**src/rtl/ser_rx_pkg.sv**
```systemverilog
// Shared types and default sizing for the serial frame receiver.
package ser_rx_pkg;

    localparam int N_DEF   = 8;
    localparam int OVS_DEF = 16;

    typedef enum logic [1:0] {
        IDLE  = 2'd0,
        START = 2'd1,
        DATA  = 2'd2,
        STOP  = 2'd3
    } rx_state_t;

endpackage

```
**src/rtl/ser_frame_rx_ctrl_rx_sync.sv**
```systemverilog
// Two-flop synchronizer for the raw serial line plus an edge flop for start detection.
module rx_sync (
    input  logic clk,
    input  logic reset,
    input  logic rx,
    output logic rx_s,
    output logic fall
);

    logic r_s1;
    logic r_s2;
    logic r_d;

    // Flops reset to the idle-high line level so reset release never looks like a start edge.
    always_ff @(posedge clk or negedge reset) begin
        if (!reset) begin
            r_s1 <= 1'b1;
            r_s2 <= 1'b1;
            r_d  <= 1'b1;
        end else begin
            r_s1 <= rx;
            r_s2 <= r_s1;
            r_d  <= r_s2;
        end
    end

    assign rx_s = r_s2;
    assign fall = r_d & ~r_s2;

endmodule

```
**src/rtl/ser_frame_rx_ctrl.sv**
```systemverilog
// Oversampling serial frame receiver: drives data/shift/set of a downstream shift register.
module ser_frame_rx_ctrl
    import ser_rx_pkg::*;
#(
    parameter int N     = N_DEF,
    parameter int OVS   = OVS_DEF,
    parameter int CNT_W = $clog2(OVS),
    parameter int BIT_W = $clog2(N + 1)
) (
    input  logic clk,
    input  logic reset,
    input  logic rx,
    input  logic en,
    output logic data,
    output logic shift,
    output logic set,
    output logic busy,
    output logic frame_err
);

    localparam logic [CNT_W-1:0] DIV_HALF = CNT_W'(OVS / 2 - 1);
    localparam logic [CNT_W-1:0] DIV_FULL = CNT_W'(OVS - 1);
    localparam logic [BIT_W-1:0] BIT_LAST = BIT_W'(N - 1);

    logic w_rx_s;
    logic w_fall;

    rx_state_t        r_state;
    rx_state_t        w_state_next;
    logic [CNT_W-1:0] r_div;
    logic [CNT_W-1:0] w_div_next;
    logic [BIT_W-1:0] r_bit;
    logic [BIT_W-1:0] w_bit_next;
    logic             r_data;
    logic             w_data_next;
    logic             r_shift;
    logic             w_shift_next;
    logic             r_set;
    logic             w_set_next;
    logic             r_busy;
    logic             w_busy_next;
    logic             r_ferr;
    logic             w_ferr_next;

    rx_sync u_rx_sync (
        .clk   (clk),
        .reset (reset),
        .rx    (rx),
        .rx_s  (w_rx_s),
        .fall  (w_fall)
    );

    always_ff @(posedge clk or negedge reset) begin
        if (!reset) begin
            r_state <= IDLE;
            r_div   <= '0;
            r_bit   <= '0;
            r_data  <= 1'b0;
            r_shift <= 1'b0;
            r_set   <= 1'b0;
            r_busy  <= 1'b0;
            r_ferr  <= 1'b0;
        end else begin
            r_state <= w_state_next;
            r_div   <= w_div_next;
            r_bit   <= w_bit_next;
            r_data  <= w_data_next;
            r_shift <= w_shift_next;
            r_set   <= w_set_next;
            r_busy  <= w_busy_next;
            r_ferr  <= w_ferr_next;
        end
    end

    always_comb begin
        w_state_next = r_state;
        w_div_next   = r_div;
        w_bit_next   = r_bit;
        w_data_next  = r_data;
        w_shift_next = 1'b0;
        w_set_next   = 1'b0;
        w_ferr_next  = 1'b0;

        case (r_state)
            IDLE: begin
                if (w_fall && en) begin
                    w_state_next = START;
                    w_div_next   = '0;
                    w_bit_next   = '0;
                end
            end
            START: begin
                if (r_div == DIV_HALF) begin
                    w_state_next = w_rx_s ? IDLE : DATA;
                    w_div_next   = '0;
                    w_bit_next   = '0;
                end else begin
                    w_div_next = r_div + CNT_W'(1);
                end
            end
            DATA: begin
                if (r_div == DIV_FULL) begin
                    w_data_next  = w_rx_s;
                    w_shift_next = 1'b1;
                    w_div_next   = '0;
                    if (r_bit == BIT_LAST) begin
                        w_state_next = STOP;
                        w_bit_next   = '0;
                    end else begin
                        w_bit_next = r_bit + BIT_W'(1);
                    end
                end else begin
                    w_div_next = r_div + CNT_W'(1);
                end
            end
            STOP: begin
                if (r_div == DIV_FULL) begin
                    w_set_next   = w_rx_s;
                    w_ferr_next  = ~w_rx_s;
                    w_state_next = IDLE;
                    w_div_next   = '0;
                end else begin
                    w_div_next = r_div + CNT_W'(1);
                end
            end
            default: begin
                w_state_next = IDLE;
                w_div_next   = '0;
                w_bit_next   = '0;
            end
        endcase

        // Dropping enable abandons the frame outright, even on a sampling cycle.
        if (r_state != IDLE && !en) begin
            w_state_next = IDLE;
            w_div_next   = '0;
            w_bit_next   = '0;
            w_data_next  = r_data;
            w_shift_next = 1'b0;
            w_set_next   = 1'b0;
            w_ferr_next  = 1'b0;
        end

        w_busy_next = (w_state_next != IDLE);
    end

    assign data      = r_data;
    assign shift     = r_shift;
    assign set       = r_set;
    assign busy      = r_busy;
    assign frame_err = r_ferr;

endmodule
```
**config.mk**
```make
export PLATFORM = sky130hd
export DESIGN_NAME = ser_frame_rx_ctrl
export DESIGN_NICKNAME = d
export VERILOG_FILES = /design/src/rtl/ser_rx_pkg.sv /design/src/rtl/ser_frame_rx_ctrl_rx_sync.sv /design/src/rtl/ser_frame_rx_ctrl.sv
export SDC_FILE = /design/constraint.sdc
export NUM_CORES = 1
export LEC_CHECK = 0
export CAP_MARGIN = 20
export CORE_UTILIZATION = 59
export DETAILED_ROUTE_END_ITERATION = 8
export PLACE_DENSITY = 0.83
export SYNTH_ARGS = -nofsm -noshare
export SYNTH_HDL_FRONTEND = slang
export SYNTH_HIERARCHICAL = 1
export SYNTH_SLANG_ARGS = --single-unit
export TNS_END_PERCENT = 10
```
**constraint.sdc**
```tcl
create_clock -name clk -period 3.9 [get_ports clk]
set_input_delay 1.17 -clock clk [delete_from_list [all_inputs] [get_ports clk]]
set_output_delay 1.17 -clock clk [all_outputs]
set_load 0.02 [all_outputs]
```
# Word level (Yosys, flattened, before mapping)
# Cells that the tools add are included.
# W data, S select, Z words.
totals:
  ff_bits: 18
  inputBits: 4
  output_inout_bits: 5
  word_cells: 62
classes:
  n_addsub: 2
  eq_ne: 9
  muxes: 27
  n_bitwise: 3
  n_reduce_logical: 10
op_table:
  columns: ["operator", "count"]
  rows:
  - ["$mux W4", 8]
  - ["$pmux W4 S3", 2]
  - ["$mux W2", 7]
  - ["$mux W1", 9]
  - ["$ne A3 B3 Y1 const B", 3]
  - ["$add A4 B1 Y4 const B", 2]
  - ["$eq A4 B3 Y1 const B", 2]
  - ["$pmux W2 S4", 1]
  - ["$eq A2 B2 Y1 const B", 2]
  - ["$eq A4 B4 Y1 const B", 1]
  - ["$reduce_and A4 Y1", 1]
  - ["$reduce_bool A2 Y1", 2]
  - ["$reduce_bool A4 Y1", 1]
  - ["$reduce_and A3 Y1", 1]
  - ["$eq A2 B1 Y1 const B", 1]
  - ["$logic_and A1 B1 Y1", 2]
  - ["$logic_not A2 Y1", 1]
  - ["$not A1 Y1", 2]
  - ["$reduce_or A2 Y1", 1]
  - ["$and A1 B1 Y1", 1]
  - ["$logic_not A1 Y1", 1]

# Depth between registers and ports, before layout
# Gate-level depths: netlist (run 1).
logic_depth:
  word_depth: 7
  mapped_depth: 7
  ltp_nobuf: 6

# Cells and area by module
# Netlist (run 1), hierarchy kept.
modules_own_cells:
  columns: ["module", "n_inst", "cells_each", "area_each_um2", "seq_area_each_um2"]
  rows:
  - ["ser_frame_rx_ctrl", 1, 94, 914.6, 375.4]
  - ["rx_sync", 1, 4, 92.6, 78.8]

# Least setup slack after synthesis (run 1)
# OpenSTA, ideal clock, no wires.
synth_timing:
  path_type: "input -> register"
  startpoint: "input port en"
  endpoint: "register r_bit[0]"
  setup_time_ps: 121
  arrival_time_ps: 2035
  t_required_ps: 3779
  path_slack_ps: 1745
  path_stages: 5
  n_path_buf: 1
  cell_sequence: "buf_2 -> o21a_2 -> a21oi_1 -> o21bai_1 -> a22o_1"
synth_between:
  elab_chain_len: 4
  word_cells_on_any_way: 9
  classes_between: "eq/ne (3); mux (1); reduce/logical (5)"
synth_rtl:
  columns: ["item", "line_no", "text"]
  rows:
  - ["start: declaration", "ser_frame_rx_ctrl.sv:13", "input logic en,"]
  - ["$logic_not A1 Y1", "ser_frame_rx_ctrl.sv:134", "if (r_state != IDLE && !en) begin"]
  - ["$logic_and A1 B1 Y1", "ser_frame_rx_ctrl.sv:134", null]
  - ["$ne A3 B3 Y1 (no source line) / $reduce_bool A4 Y1 (equally long branches)", null, null]
  - ["$reduce_and A4 Y1 (no source line)", null, null]
  - ["end signal: assignment", "ser_frame_rx_ctrl.sv:66", "r_bit <= w_bit_next;"]
  - ["end: declaration", "ser_frame_rx_ctrl.sv:32", "logic [BIT_W-1:0] r_bit;"]
# Parallel ways exist; a longest one is shown, timed or not.
# A chain may end at the register's enable or synchronous reset.

# Final worst setup path (run 1)
layout_timing:
  startpoint: "input port en"
  endpoint: "register r_bit[1]"
# Same word-level chain as after synthesis.

==> results of run 1 <==
## flip-flops by register name, summed over array words and instances (netlist names)
name and flops:
busy 1, data 1, frame_err 1, r_bit 4, r_div 4, r_state 2, set 1, shift 1
u_rx_sync/r_d 1, u_rx_sync/r_s1 1, u_rx_sync/rx_s 1
## worst max-delay path: stages
cell             delay, ns
clkdlybuf4s50_1       0.66
nand3_1               0.17
o21a_1                0.20
o21bai_1              0.23
a22o_1                0.25
## metal layers
metal	track usage [%]	routed length, um	vias to the layer above
met4	11.5	39	0
li1	-	-	368
met1	29.0	786	381
met2	33.1	857	41
met5	0	0	-
met3	6.38	136	6
## stage by stage
stage                     util, %  instance area [um2]
after floorplan                 -                 1010
after global placement       70.5                 1090
after detailed placement     70.5                 1090
after CTS                    72.2                 1110
after global routing         72.2                 1110
final                        72.2                 1110
## worst max path at each step
stage	startpoint	to	slack [ns]
floorplan	en	r_bit[0]$_DFFE_PN0P_	1.74
global placement	en	r_bit[0]$_DFFE_PN0P_	1.20
detailed placement	en	r_bit[1]$_DFFE_PN0P_	1.14
CTS	en	r_bit[1]$_DFFE_PN0P_	1.42
global route	en	r_bit[1]$_DFFE_PN0P_	1.33
finish	en	r_bit[1]$_DFFE_PN0P_	1.39
## layout make-up
type	instances	share of cell area (%)
tap	16	1.80
sequential	18	40.8
timing repair buffer	8	7.20
inverter	6	2.02
multi-input combinational	71	45.8
clock buffer	4	2.36
## kinds of logic after synthesis
family                   Yosys count
AND/OR/NAND/NOR                   39
AO/OA/AOI/OAI                     24
multiplexers                       2
adder cells (fa/ha/maj)            6
buffers and inverters              9
flip-flops                        18
## placed cells by master (no fill, tap or decap), types with 5 or more instances in the layout
master / count
clkdlybuf4s50_1: 8
dfrtp_1: 15
ha_1: 6
inv_1: 6
nand2_1: 8
nor2_1: 9
nor3_1: 5
## power by group
part,switching (mW),internal (mW),leakage (nW),total (mW)
sequential,0.0210,0.212,0.236,0.233
clock,0.0569,0.0398,0.0150,0.0967
combinational,0.159,0.108,0.249,0.267
==> impl_metrics.env, run 1 <==
export IMPL_status="finished clean"
export IMPL_synth_fp_nets=108
export IMPL_grt_max_degree=19
export IMPL_clock_latency_ns=0.30
export IMPL_netlist_instances=98
export IMPL_r2r_setup_slack_ns=1.99
export IMPL_cts_tree="done"
export IMPL_final_seq_area_um2=454
export IMPL_worst_setup_path_type="primary input to register"
export IMPL_place_congestion=0.824
export IMPL_synthAdderAreaFrac_pct=7.45
export IMPL_ys_top_cells_by_count="dfrtp_1, nor2_1, nand2_1"
export IMPL_multi_input_area_um2=509
export IMPL_n_antenna_cell=0
export IMPL_clock_fmax_mhz=399
export IMPL_r2r_start="r_state[1]$_DFF_PN0_"
export IMPL_synth_top_area_cell="dfrtp_1"
export IMPL_synth_top_area_share_pct=37.3
export IMPL_hold_slack_ns=0.361
export IMPL_grt_ovfl_total=0
export IMPL_hold_viol=0
export IMPL_wl_per_cell_um=14.8
export IMPL_post_cts_buffers=0
export IMPL_synth_mux_area_fraction_pct=2.11
export IMPL_port_buffers=8
export IMPL_hp_start="u_rx_sync/r_s1$_DFF_PN1_"
export IMPL_synth_warnings=6
export IMPL_clock_path_buffers=2
export IMPL_htreeDepth=1
export IMPL_grt_use_total_pct=22.1
export IMPL_synth_compound_area_share_pct=18.6
export IMPL_fill_cells=126
export IMPL_synthDistinctLibCells=38
export IMPL_synth_area_mm2=0.00101
export IMPL_cp_max_fo=11
export IMPL_grt_pass1_vias=693
export IMPL_avgViaCountPerCell=6.47
export IMPL_dp_hpwl_mm=1.32
export IMPL_routed_wl_mm=1.82
export IMPL_clock_skew_ns=0.0122
export IMPL_pwr_density_cell_mw_per_mm2=536
export IMPL_maxCapViolations=0
export IMPL_post_route_min_period_ns=2.51
export IMPL_drt_iter0_markers=27
export IMPL_start_kind="primary input"
export IMPL_cp_data_required_time_ns=4.08
export IMPL_post_synth_top_count_cell="dfrtp_1"
export IMPL_cts_root_buf="clkbuf_4"
export IMPL_antenna_found_initial=0
export IMPL_finalCritPeriodShare_pct=64.3
export IMPL_seq_area_frac_synth_pct=45.1
export IMPL_ant_nets=0
export IMPL_fin_nets=118
export IMPL_slew_limit_headroom_pct=50.6
export IMPL_rows=14
export IMPL_final_cells=123
export IMPL_syn_avg_cell_area_um2=10.3
export IMPL_whs_endpoint="u_rx_sync/rx_s$_DFF_PN1_"
export IMPL_grt_pass1_wl_mm=3.04
export IMPL_dieArea_mm2=0.00188
export IMPL_placedCellCount=119
export IMPL_pre_cts_ws_ns=1.14
export IMPL_synthSimpleGateAreaFrac_pct=22.4
export IMPL_area_delta_synth_final_pct=10.4
export IMPL_r2r_end="r_bit[1]$_DFFE_PN0P_"
export IMPL_synth_edf_count=0
export IMPL_slew_violations=0
export IMPL_vdd_drop_max_mv=0.400
export IMPL_core_mm2=0.00154
export IMPL_fp_dieH_um=43.3
export IMPL_cts_sinks=18
export IMPL_rr_worst_depth=6
export IMPL_layout_drive_gt1_share_pct=13.1
export IMPL_synth_flop_cell="dfrtp_1"
export IMPL_async_flop_share_pct=100
export IMPL_dieWidth_um=43.3
export IMPL_cts_resized=0
export IMPL_synth_xor_area_share_pct=0
export IMPL_power_mw=0.596
export IMPL_initial_utilization_pct=65.3
export IMPL_first_pass_iters=4
export IMPL_layout_setup_ws_ns=1.39
export IMPL_synth_top_family_by_area="simple AND/OR/NAND/NOR gates"
export IMPL_rsz0062_at_grt="no"
export IMPL_yosys_top_cells_area="dfrtp_1, dfstp_2, ha_1"
export IMPL_worstMarginPinSlew_ns=0.739
export IMPL_num_io_pins=9
export IMPL_hold_buffers=0
export IMPL_path_clk_slew_ns=0.09
export IMPL_worst_ep_arrival_time_ns=2.69
export IMPL_endpoint_kind="register"
export IMPL_hold_path_cell_count=0
export IMPL_setup_viol=0
export IMPL_drc=0
export IMPL_vias=796
export IMPL_p_leak_nw=0.501
export IMPL_numCtsBuffers=3
export IMPL_ys_ff_latch=18
export IMPL_hold_path_class="register to register"
export IMPL_setup_total_negative_slack_ns=0
Power figures use the tool's default switching activity.
==> run 2: changes to the inputs <==
Settings changed: CORE_UTILIZATION 59 to 50, PLACE_DENSITY 0.83 to 0.76.
Clock period 3.9 ns to 2.3 ns, I/O delays scaled along.
==> run 2 against run 1 <==
Against the previous run: worst hold slack improved by 0.0019 ns; routed wire length fell by 0.93%; first-iteration DRC count fell by 26%; critical endpoint is now r_bit[0]$_DFFE_PN0P_; final area rose by 2.6%; clock power rose by 100%; critical path type unchanged; global-route usage fell by 2.1 points; flip-flop and latch count did not move.
==> impl_metrics.env, run 2 (synthesis results as in run 1) <==
export IMPL_status="finished clean"
export IMPL_clock_path_buffers=2
export IMPL_slew_violations=0
export IMPL_worstMarginPinSlew_ns=0.350
export IMPL_area_delta_synth_final_pct=13.3
export IMPL_initial_utilization_pct=55.9
export IMPL_fp_dieH_um=46.9
export IMPL_grt_use_total_pct=20.0
export IMPL_start_kind="primary input"
export IMPL_placedCellCount=129
export IMPL_clock_fmax_mhz=506
export IMPL_place_congestion=0.764
export IMPL_vdd_drop_max_mv=0.553
export IMPL_port_buffers=8
export IMPL_utilization_pct=63.3
export IMPL_post_cts_buffers=0
export IMPL_clock_latency_ns=0.29
export IMPL_num_io_pins=9
export IMPL_cts_tree="done"
export IMPL_drc=0
export IMPL_reg_top3="r_bit x4, r_div x4, r_state x2"
export IMPL_slew_limit_headroom_pct=76.7
export IMPL_ant_nets=0
export IMPL_maxCapViolations=0
export IMPL_post_route_min_period_ns=1.98
export IMPL_final_cells=133
export IMPL_endpoint_kind="register"
export IMPL_avgViaCountPerCell=5.87
export IMPL_antenna_found_initial=0
export IMPL_grt_pass1_wl_mm=3.06
export IMPL_dieWidth_um=46.9
export IMPL_hold_path_class="register to register"
export IMPL_wl_per_cell_um=13.5
export IMPL_hold_buffers=0
export IMPL_dp_hpwl_mm=1.28
export IMPL_rsz0062_at_grt="no"
export IMPL_cts_resized=0
export IMPL_numCtsBuffers=3
export IMPL_htreeDepth=1
export IMPL_grt_pass1_vias=707
export IMPL_drt_iter0_markers=20
export IMPL_grt_max_degree=19
export IMPL_worst_setup_path_type="primary input to register"
export IMPL_layout_commonest_cell="dfrtp_1"
export IMPL_dieArea_mm2=0.00220
export IMPL_layout_drive_gt1_share_pct=14.8
export IMPL_grt_ovfl_total=0
export IMPL_worst_ep_arrival_time_ns=2.17
export IMPL_finalCritPeriodShare_pct=85.9
export IMPL_core_mm2=0.00180
export IMPL_r2r_setup_slack_ns=0.47
export IMPL_clock_skew_ns=0.00548
export IMPL_path_clk_slew_ns=0.10
export IMPL_first_pass_iters=5
export IMPL_fin_nets=119
export IMPL_cts_sinks=18
export IMPL_cp_data_required_time_ns=2.49
export IMPL_cts_root_buf="clkbuf_4"
export IMPL_n_antenna_cell=0
export IMPL_vias=781
export IMPL_p_leak_nw=0.511
export IMPL_hold_viol=0
export IMPL_rows=15
export IMPL_cp_max_fo=11
export IMPL_setup_viol=0
export IMPL_setup_total_negative_slack_ns=0
export IMPL_pwr_density_cell_mw_per_mm2=905
export IMPL_most_common_layout_cells="dfrtp_1, nor2_1, nand2_1, clkdlybuf4s50_1"
export IMPL_routed_wl_mm=1.80
-- run 2: critical path, stage by stage --
cell and delay (ns):
clkdlybuf4s50_1 0.57, nor2b_1 0.21, o21a_1 0.21, o21bai_1 0.23
a22o_1 0.26
-- run 2: path summary, 6_finish.rpt --
path | cells after the start | from | end
worst max-delay path | 5 | en | r_bit[0]$_DFFE_PN0P_
worst min-delay path | 0 | u_rx_sync/r_s1$_DFF_PN1_ | u_rx_sync/rx_s$_DFF_PN1_
worst max register to register | 6 | r_state[1]$_DFF_PN0_ | r_bit[0]$_DFFE_PN0P_
worst min register to register | 0 | u_rx_sync/r_s1$_DFF_PN1_ | u_rx_sync/rx_s$_DFF_PN1_
max in group asynchronous | 2 | reset | u_rx_sync/r_s1$_DFF_PN1_
min in group asynchronous | 2 | reset | r_div[3]$_DFFE_PN0N_
-- run 2: layer usage --
| metal | part of all wire [%] | track usage [%] | vias up | wire, um |
|---|---|---|---|---|
| met1 | 46 | 26.8 | 381 | 823 |
| met2 | 48 | 31.1 | 25 | 866 |
| met5 | 0 | 0 | - | 0 |
| met4 | 0.67 | 8.57 | 0 | 12 |
| li1 | - | - | 373 | - |
| met3 | 5.4 | 4.62 | 2 | 98 |
-- run 2: power breakdown --
part	total, mW	internal (mW)	switching, mW
clock	0.197	0.0964	0.100
sequential	0.393	0.359	0.0339
combinational	0.443	0.182	0.260
-- run 2: cell type report --
cell class | instances | area (um2)
Tap cell | 25 | 31.3
Fill cell | 155 | 661
Sequential cell | 18 | 454
Timing Repair Buffer | 9 | 87.6
Inverter | 6 | 22.5
Multi-Input combinational cell | 71 | 509
Clock buffer | 4 | 36.3
-- run 2: stage by stage --
step	hold WS, ns	area, um2	worst slack (ns)	total power [mW]
after floorplan	0.345	1010	0.625	0.742
after global placement	0.347	1100	0.0836	0.821
after detailed placement	0.350	1100	0.0306	0.838
after CTS	0.365	1140	0.336	1.04
after global routing	0.369	1140	0.239	1.10
final	0.363	1140	0.323	1.03
